--- src/rtl/roi_scan_ctrl.sv ---
// Serial scan controller for CLB minitests: deserialises a din vector, drives it to the ROI,
// waits a settle time, captures dout and serialises it back out MSB first.
module roi_scan_ctrl #(
    parameter int DIN_N  = 256,
    parameter int DOUT_N = 256,
    parameter int SETTLE = 2
) (
    input  logic              clk,
    input  logic              rst_n,
    input  logic              start,
    input  logic              abort,
    input  logic              di,
    output logic [DIN_N-1:0]  din,
    input  logic [DOUT_N-1:0] dout,
    output logic              so,
    output logic              so_valid,
    output logic              busy,
    output logic              done
);

    localparam int MAX_IO = (DIN_N > DOUT_N) ? DIN_N : DOUT_N;
    localparam int MAX_N  = (MAX_IO > SETTLE) ? MAX_IO : SETTLE;
    localparam int CW     = $clog2(MAX_N + 1);
    localparam logic [CW-1:0] IN_LAST   = CW'(DIN_N - 1);
    localparam logic [CW-1:0] OUT_LAST  = CW'(DOUT_N - 1);
    localparam logic [CW-1:0] WAIT_LAST = CW'((SETTLE > 0) ? SETTLE - 1 : 0);

    typedef enum logic [2:0] {
        IDLE, SHIFT_IN, LOAD, WAIT, CAPTURE, SHIFT_OUT, DONE
    } state_t;

    state_t            state, state_d;
    logic [CW-1:0]     cnt, cnt_d;
    logic [DIN_N-1:0]  din_shr;
    logic [DOUT_N-1:0] dout_shr;
    logic              shift_in, load, capture, shift_out;

    always_ff @(posedge clk or negedge rst_n) begin
        if (!rst_n) begin
            state    <= IDLE;
            cnt      <= '0;
            din      <= '0;
            din_shr  <= '0;
            dout_shr <= '0;
        end else begin
            state <= state_d;
            cnt   <= cnt_d;
            if (shift_in) din_shr <= {din_shr[DIN_N-2:0], di};
            if (load)     din     <= din_shr;
            if (capture)
                dout_shr <= dout;
            else if (shift_out)
                dout_shr <= {dout_shr[DOUT_N-2:0], 1'b0};
        end
    end

    always_comb begin
        state_d   = state;
        cnt_d     = cnt;
        shift_in  = 1'b0;
        load      = 1'b0;
        capture   = 1'b0;
        shift_out = 1'b0;
        busy      = (state != IDLE);
        done      = (state == DONE);
        so_valid  = (state == SHIFT_OUT);
        so        = (state == SHIFT_OUT) & dout_shr[DOUT_N-1];
        // Abort wins over everything, including the LOAD strobe, so din stays put.
        if (abort) begin
            state_d = IDLE;
            cnt_d   = '0;
        end else begin
            case (state)
                IDLE: if (start) begin
                    state_d = SHIFT_IN;
                    cnt_d   = '0;
                end
                SHIFT_IN: begin
                    shift_in = 1'b1;
                    if (cnt == IN_LAST) begin
                        state_d = LOAD;
                        cnt_d   = '0;
                    end else cnt_d = cnt + CW'(1);
                end
                LOAD: begin
                    load    = 1'b1;
                    state_d = (SETTLE == 0) ? CAPTURE : WAIT;
                end
                WAIT: begin
                    if (cnt == WAIT_LAST) begin
                        state_d = CAPTURE;
                        cnt_d   = '0;
                    end else cnt_d = cnt + CW'(1);
                end
                CAPTURE: begin
                    capture = 1'b1;
                    state_d = SHIFT_OUT;
                end
                SHIFT_OUT: begin
                    shift_out = 1'b1;
                    if (cnt == OUT_LAST) begin
                        state_d = DONE;
                        cnt_d   = '0;
                    end else cnt_d = cnt + CW'(1);
                end
                DONE:    state_d = IDLE;
                default: state_d = IDLE;
            endcase
        end
    end

endmodule
--- config.mk ---
export PLATFORM = sky130hd
export DESIGN_NAME = roi_scan_ctrl
export DESIGN_NICKNAME = d
export VERILOG_FILES = /design/src/rtl/roi_scan_ctrl.sv
export SDC_FILE = /design/constraint.sdc
export NUM_CORES = 1
export LEC_CHECK = 0
export BUFFER_PORTS_ARGS = -buffer_cell sky130_fd_sc_hd__buf_2
export CELL_PAD_IN_SITES_DETAIL_PLACEMENT = 0
export CELL_PAD_IN_SITES_GLOBAL_PLACEMENT = 1
export CORE_UTILIZATION = 39
export DETAILED_ROUTE_END_ITERATION = 16
export PLACE_DENSITY_LB_ADDON = 0.1
export SYNTH_ARGS = -nofsm -noshare
export SYNTH_HDL_FRONTEND = slang
export SYNTH_SLANG_ARGS = --single-unit
--- constraint.sdc ---
create_clock -name clk -period 2.3 [get_ports clk]
set_clock_uncertainty 0.15 [all_clocks]
set_input_delay 0.46 -clock clk [delete_from_list [all_inputs] [get_ports clk]]
set_output_delay 0.46 -clock clk [all_outputs]
set_load 0.01 [all_outputs]
# Word-level counts from Yosys, hierarchy flattened
# Index checks and enable logic that the tools add are counted.
[word_totals]
reg_bits = 780
out_inout_bits = 260
word_cells = 47
[classes]
n_addsub = 1
n_eq_ne = 12
muxes = 21
bitwise = 1
reduce_logical = 7
[ops]
columns = ["operator", "n"]
rows = [
  ["256-bit two-way mux", 2],
  ["9-bit two-way mux", 4],
  ["9-bit case mux with 3 select lines", 1],
  ["3-bit case mux with 6 select lines", 1],
  ["3-bit two-way mux", 5],
  ["9-bit by 1-bit adder with 9-bit output (second input constant)", 1],
  ["3-bit equality test (second input constant)", 3],
  ["9-bit by 1-bit equality test with 1-bit output (second input constant)", 1],
  ["9-bit by 8-bit equality test with 1-bit output (second input constant)", 1],
  ["3-bit inequality test (second input constant)", 3],
  ["1-bit two-way mux", 8],
  ["3-bit by 2-bit equality test with 1-bit output (second input constant)", 2],
  ["4-bit AND reduction", 1],
  ["4-bit nonzero test", 1],
  ["3-bit by 1-bit equality test with 1-bit output (second input constant)", 1],
  ["3-bit logical NOT", 1],
  ["3-bit by 2-bit inequality test with 1-bit output (second input constant)", 1],
  ["3-bit nonzero test", 1],
  ["2-bit AND reduction", 1],
  ["2-bit nonzero test", 1],
  ["2-bit OR reduction", 1],
  ["1-bit bitwise AND", 1],
]

# Logic depth before layout (Yosys ltp)
[depth]
ltp_word = 5
depth_mapped = 9

# Worst setup path after synthesis
# No wires, ideal clock.
[synth_timing]
path_kind = "reg2reg"
startpoint = "register cnt[0]"
endpoint = "register cnt[6]"
setup_ns = 0.087
arrival_ns = 2.080
required_ns = 2.063
path_slack_ns = -0.017
stages_incl_launch_ff = 10
period_less_slack_ns = 2.317
path_cell_list = "dfrtp_1 ha_1 and3_1 and3_1 nand3_1 inv_1 ha_1 nor3_1 o21ai_2 o211ai_1"
[synth_between]
elab_chain_cells = 4
word_cells_on_any_way = 7
[synth_lines]
columns = ["item", "line_no", "rtl"]
rows = [
  ["start, declared", "33", "logic [CW-1:0] cnt, cnt_d;"],
  ["start signal, assigned", "47", "cnt <= cnt_d;"],
  ["9-bit by 1-bit adder with 9-bit output (tied with other cells)", "83, 93, 104", ""],
  ["9-bit two-way mux (on tied branches)", "80, 101, 90", ""],
  ["9-bit case mux with 3 select lines (*)", "73", "case (state)"],
  ["9-bit two-way mux (*)", "69", "if (abort) begin"],
]
# Every way passes the cells marked *; elsewhere a longest branch is shown, timed or not.
# A chain may end at the register's enable or synchronous reset.

# Worst setup path in the final report
[layout_timing]
startpoint = "register state[0]"
endpoint = "output busy"
[layout_between]
elab_chain_cells = 1
[layout_lines]
columns = ["item", "line_no", "rtl"]
rows = [
  ["start, declared", "32", "state_t state, state_d;"],
  ["start signal, assigned", "46", "state <= state_d;"],
  ["3-bit nonzero test", "64", "busy = (state != IDLE);"],
  ["end, declared", "17", "output logic busy,"],
]
# Every way passes these cells.

==> flow_summary_export.csv <==
group,metric,value,unit
cts,clock-root-buffer,"clkbuf_16",
pwr,peakVddDrop,0.000496,V
setup_path,crit_path_start,"state[0]",
die,pin_count,521,
timing,fmax,445,MHz
logic_synthesis,synth_area_per_cell,13.8,µm²
logic_synthesis,synth.most_common_cell,"dfrtp_1",
global_route,grt.total_usage,0.187,
die,initial_core_util,0.397,
setup_path,r2r_slack,0.11,ns
placed_design,gp_congestion,0.786,
global_route,grt-ovfl-total,0,
die,row_count,103,
logic_synthesis,synth_nets,2554,
setup_path,reg2reg_from,"state[0]",
logic_synthesis,synth.yosys.seq_area_share,0.619,
setup_path,crit_slowest_cell,"dfrtp_4",
setup_path,startpoint_type,"flip-flop",
timing,min_period_over_period,0.977,
cts,clkLatencyLatePin,0.62,ns
min_path,hold_path_depth,3,
logic_synthesis,synth_common_cells,"dfrtp_1, mux2_2, nor2_1",
timing,final.setup.tns,0,ns
finish,multi_input_area,0.0111,mm²
logic_synthesis,ys_ff_latch,780,
cts,numCtsBuffers,86,
timing,period_minus_slack,2.25,ns
die,dieArea,0.0820,mm²
global_route,grt_first_pass_wirelength,122,mm
finish,fin_nets,3357,
logic_synthesis,synthTopCellsByArea,"dfrtp_1, mux2_2, mux2i_1, a21oi_1, nor2_1",
placed_design,place_hpwl,53.9,mm
die,die_h,286,µm
logic_synthesis,synth-edff-count,0,
logic_synthesis,ys_types,49,
finish,fillCellCount,6956,
finish,regArea,0.0195,mm²
cts,path_clk_slew,0.06,ns
detailed_routing,route.antenna.remaining_nets,0,
pwr,p_per_area,713,mW/mm²
detailed_routing,drt-total-wl,77.0,mm
logic_synthesis,syn_inst,2289,
placed_design,io_buffers,520,
detailed_routing,wire_per_inst,18.3,µm
setup_path,ff2ff_path_depth,5,
setup_path,crit_required,1.69,ns
min_path,hp-class,"input port to flip-flop",
logic_synthesis,yosysWarningCount,0,
logic_synthesis,synthArstFlopShare,1.00,
die,core_area,0.0795,mm²
timing,hold_viol,0,
setup_path,worstSetupPathType,"flip-flop to output port",
logic_synthesis,synth_top_area_frac,0.619,
cts,cts_tree,"done",
min_path,hold_start,"dout[119]",
global_route,grt_max_degree,128,
logic_synthesis,synth_ff_type,"dfrtp_1",
timing,finalSetupViolations,0,
setup_path,cp_data_arrival_time,1.64,ns
detailed_routing,routed-via-count,20415,
finish,syn_to_final_growth,30.3,%
setup_path,cp-end-kind,"output port",
finish,stdcell_count,4215,
global_route,grt_pass1_vias,21469,
logic_synthesis,yosys.area.top_type,"dfrtp_1",
timing,slew_headroom,0.397,
setup_path,slowest_delay,0.50,ns
timing,rsz0062_at_grt,"yes",
run,maxCapViolations,0,
logic_synthesis,synth_area,0.0315,mm²
detailed_routing,viasPerCell,4.84,
status,status,"completed",
pwr,leakage,21.3,nW
placed_design,dp_cells,3809,
finish,final_core_util,0.517,
cts,htreeDepth,3,
setup_path,critPathMaxFanout,4,
die,die_w,286,µm
setup_path,path_cells,"or3_4 -> buf_6",
finish,drive_above_1_share,0.400,
detailed_routing,drtIter0Drc,970,
detailed_routing,drc_errors,0,
cts,cts.sinks,780,
global_route,antenna_found_initial,10,
detailed_routing,first_pass_iters,7,
timing,finalMaxSlewViolations,0,
timing,tightest_slew,0.904,ns
cts,clk_path_buf_depth,3,
==> metal layers <==
metal,global-route usage,vias up,part of all wire,wire length (µm)
met5,0,-,0.00030,23
met4,0.0547,4,0.023,1750
met3,0.0504,110,0.060,4650
met2,0.315,410,0.49,37700
met1,0.234,10201,0.43,32900
li1,-,9690,-,-
==> flip-flops by register name, indices dropped and copies added, names as in the netlist <==
register,flops
cnt,9
dout_shr,256
din,256
state,3
din_shr,256
==> where the power goes <==
part           total [W]  internal [W]  switching [W]  leakage (nW)
combinational    0.00182      0.000953       0.000871          9.02
clock             0.0135       0.00795        0.00558          1.38
sequential        0.0140        0.0139       0.000106          10.9
==> stage by stage <==
stage	area (µm²)	power [W]	setup WS [ns]	hold slack [ns]
finish	41100	0.0293	0.0535	0.0294
global route	41100	0.0305	-0.00642	0.0114
CTS	41100	0.0298	0.00313	0.000100
detailed placement	35800	0.0157	0.0648	0.183
global placement	35800	0.0157	0.118	0.178
floorplan	31600	0.0149	0.166	0.0144
==> cells in the final DEF, fill, tap and decap left out, types with 2 or more instances in the layout <==
cell             n
dfrtp_1        776
buf_2          516
mux2_2         494
nor2_1         261
a21oi_1        257
mux2i_1        255
dlygate4sd3_1  240
clkbuf_16       86
buf_4           60
buf_12          42
clkbuf_1        22
clkbuf_8        21
mux2_1          18
clkinv_2        14
nand3_1         10
diode_2          8
inv_1            6
nand2_1          6
o221ai_1         5
nand2b_1         3
and3_1           3
and2_1           3
ha_1             3
inv_16           3
bufinv_16        3
dfrtp_2          3
a31oi_1          2
inv_2            2
o21ai_0          2
o2111ai_1        2
inv_6            2
buf_6            2
==> final cells by class <==
type,instances,area share
inverters,8,0.000730
repair buffers,861,0.154
well taps,1050,0.0320
clock buffers,129,0.0614
diodes,8,0.000487
clock inverters,24,0.00639
multi-input cells,1355,0.271
flip-flops and latches,780,0.475
==> worst max-delay path: cells and delay by family, from the launching register on <==
family	cells	cell delay, ns
buffers and inverters	1	0.14
and+or+nand+nor	1	0.38
DFF	1	0.50
==> worst paths after layout <==
check,end
hold / removal,dout_shr[119]
hold reg to reg,din[21]
max in group asynchronous,din[203]
setup / recovery,busy
setup reg to reg,din[211]
min in group asynchronous,dout_shr[183]
==> timing repair <==
action,4_1_cts,5_1_grt
gates resized for setup,10,6
hold buffers,240,0
endpoints found under the setup margin,4,7
gates cloned,0,0
setup buffers,8,0
pin swaps,0,1
hold endpoints to repair,345,0
==> logic make-up after synthesis <==
kind of cell	after synthesis	share of synthesized area
AO/OA/AOI/OAI	280	0.0463
multiplexers	767	0.264
buffers and inverters	154	0.0303
AND/OR/NAND/NOR	304	0.0394
adder cells (fa/ha/maj)	4	0.00159
flip-flops	780	0.619
(Power assumes the default switching activity.)
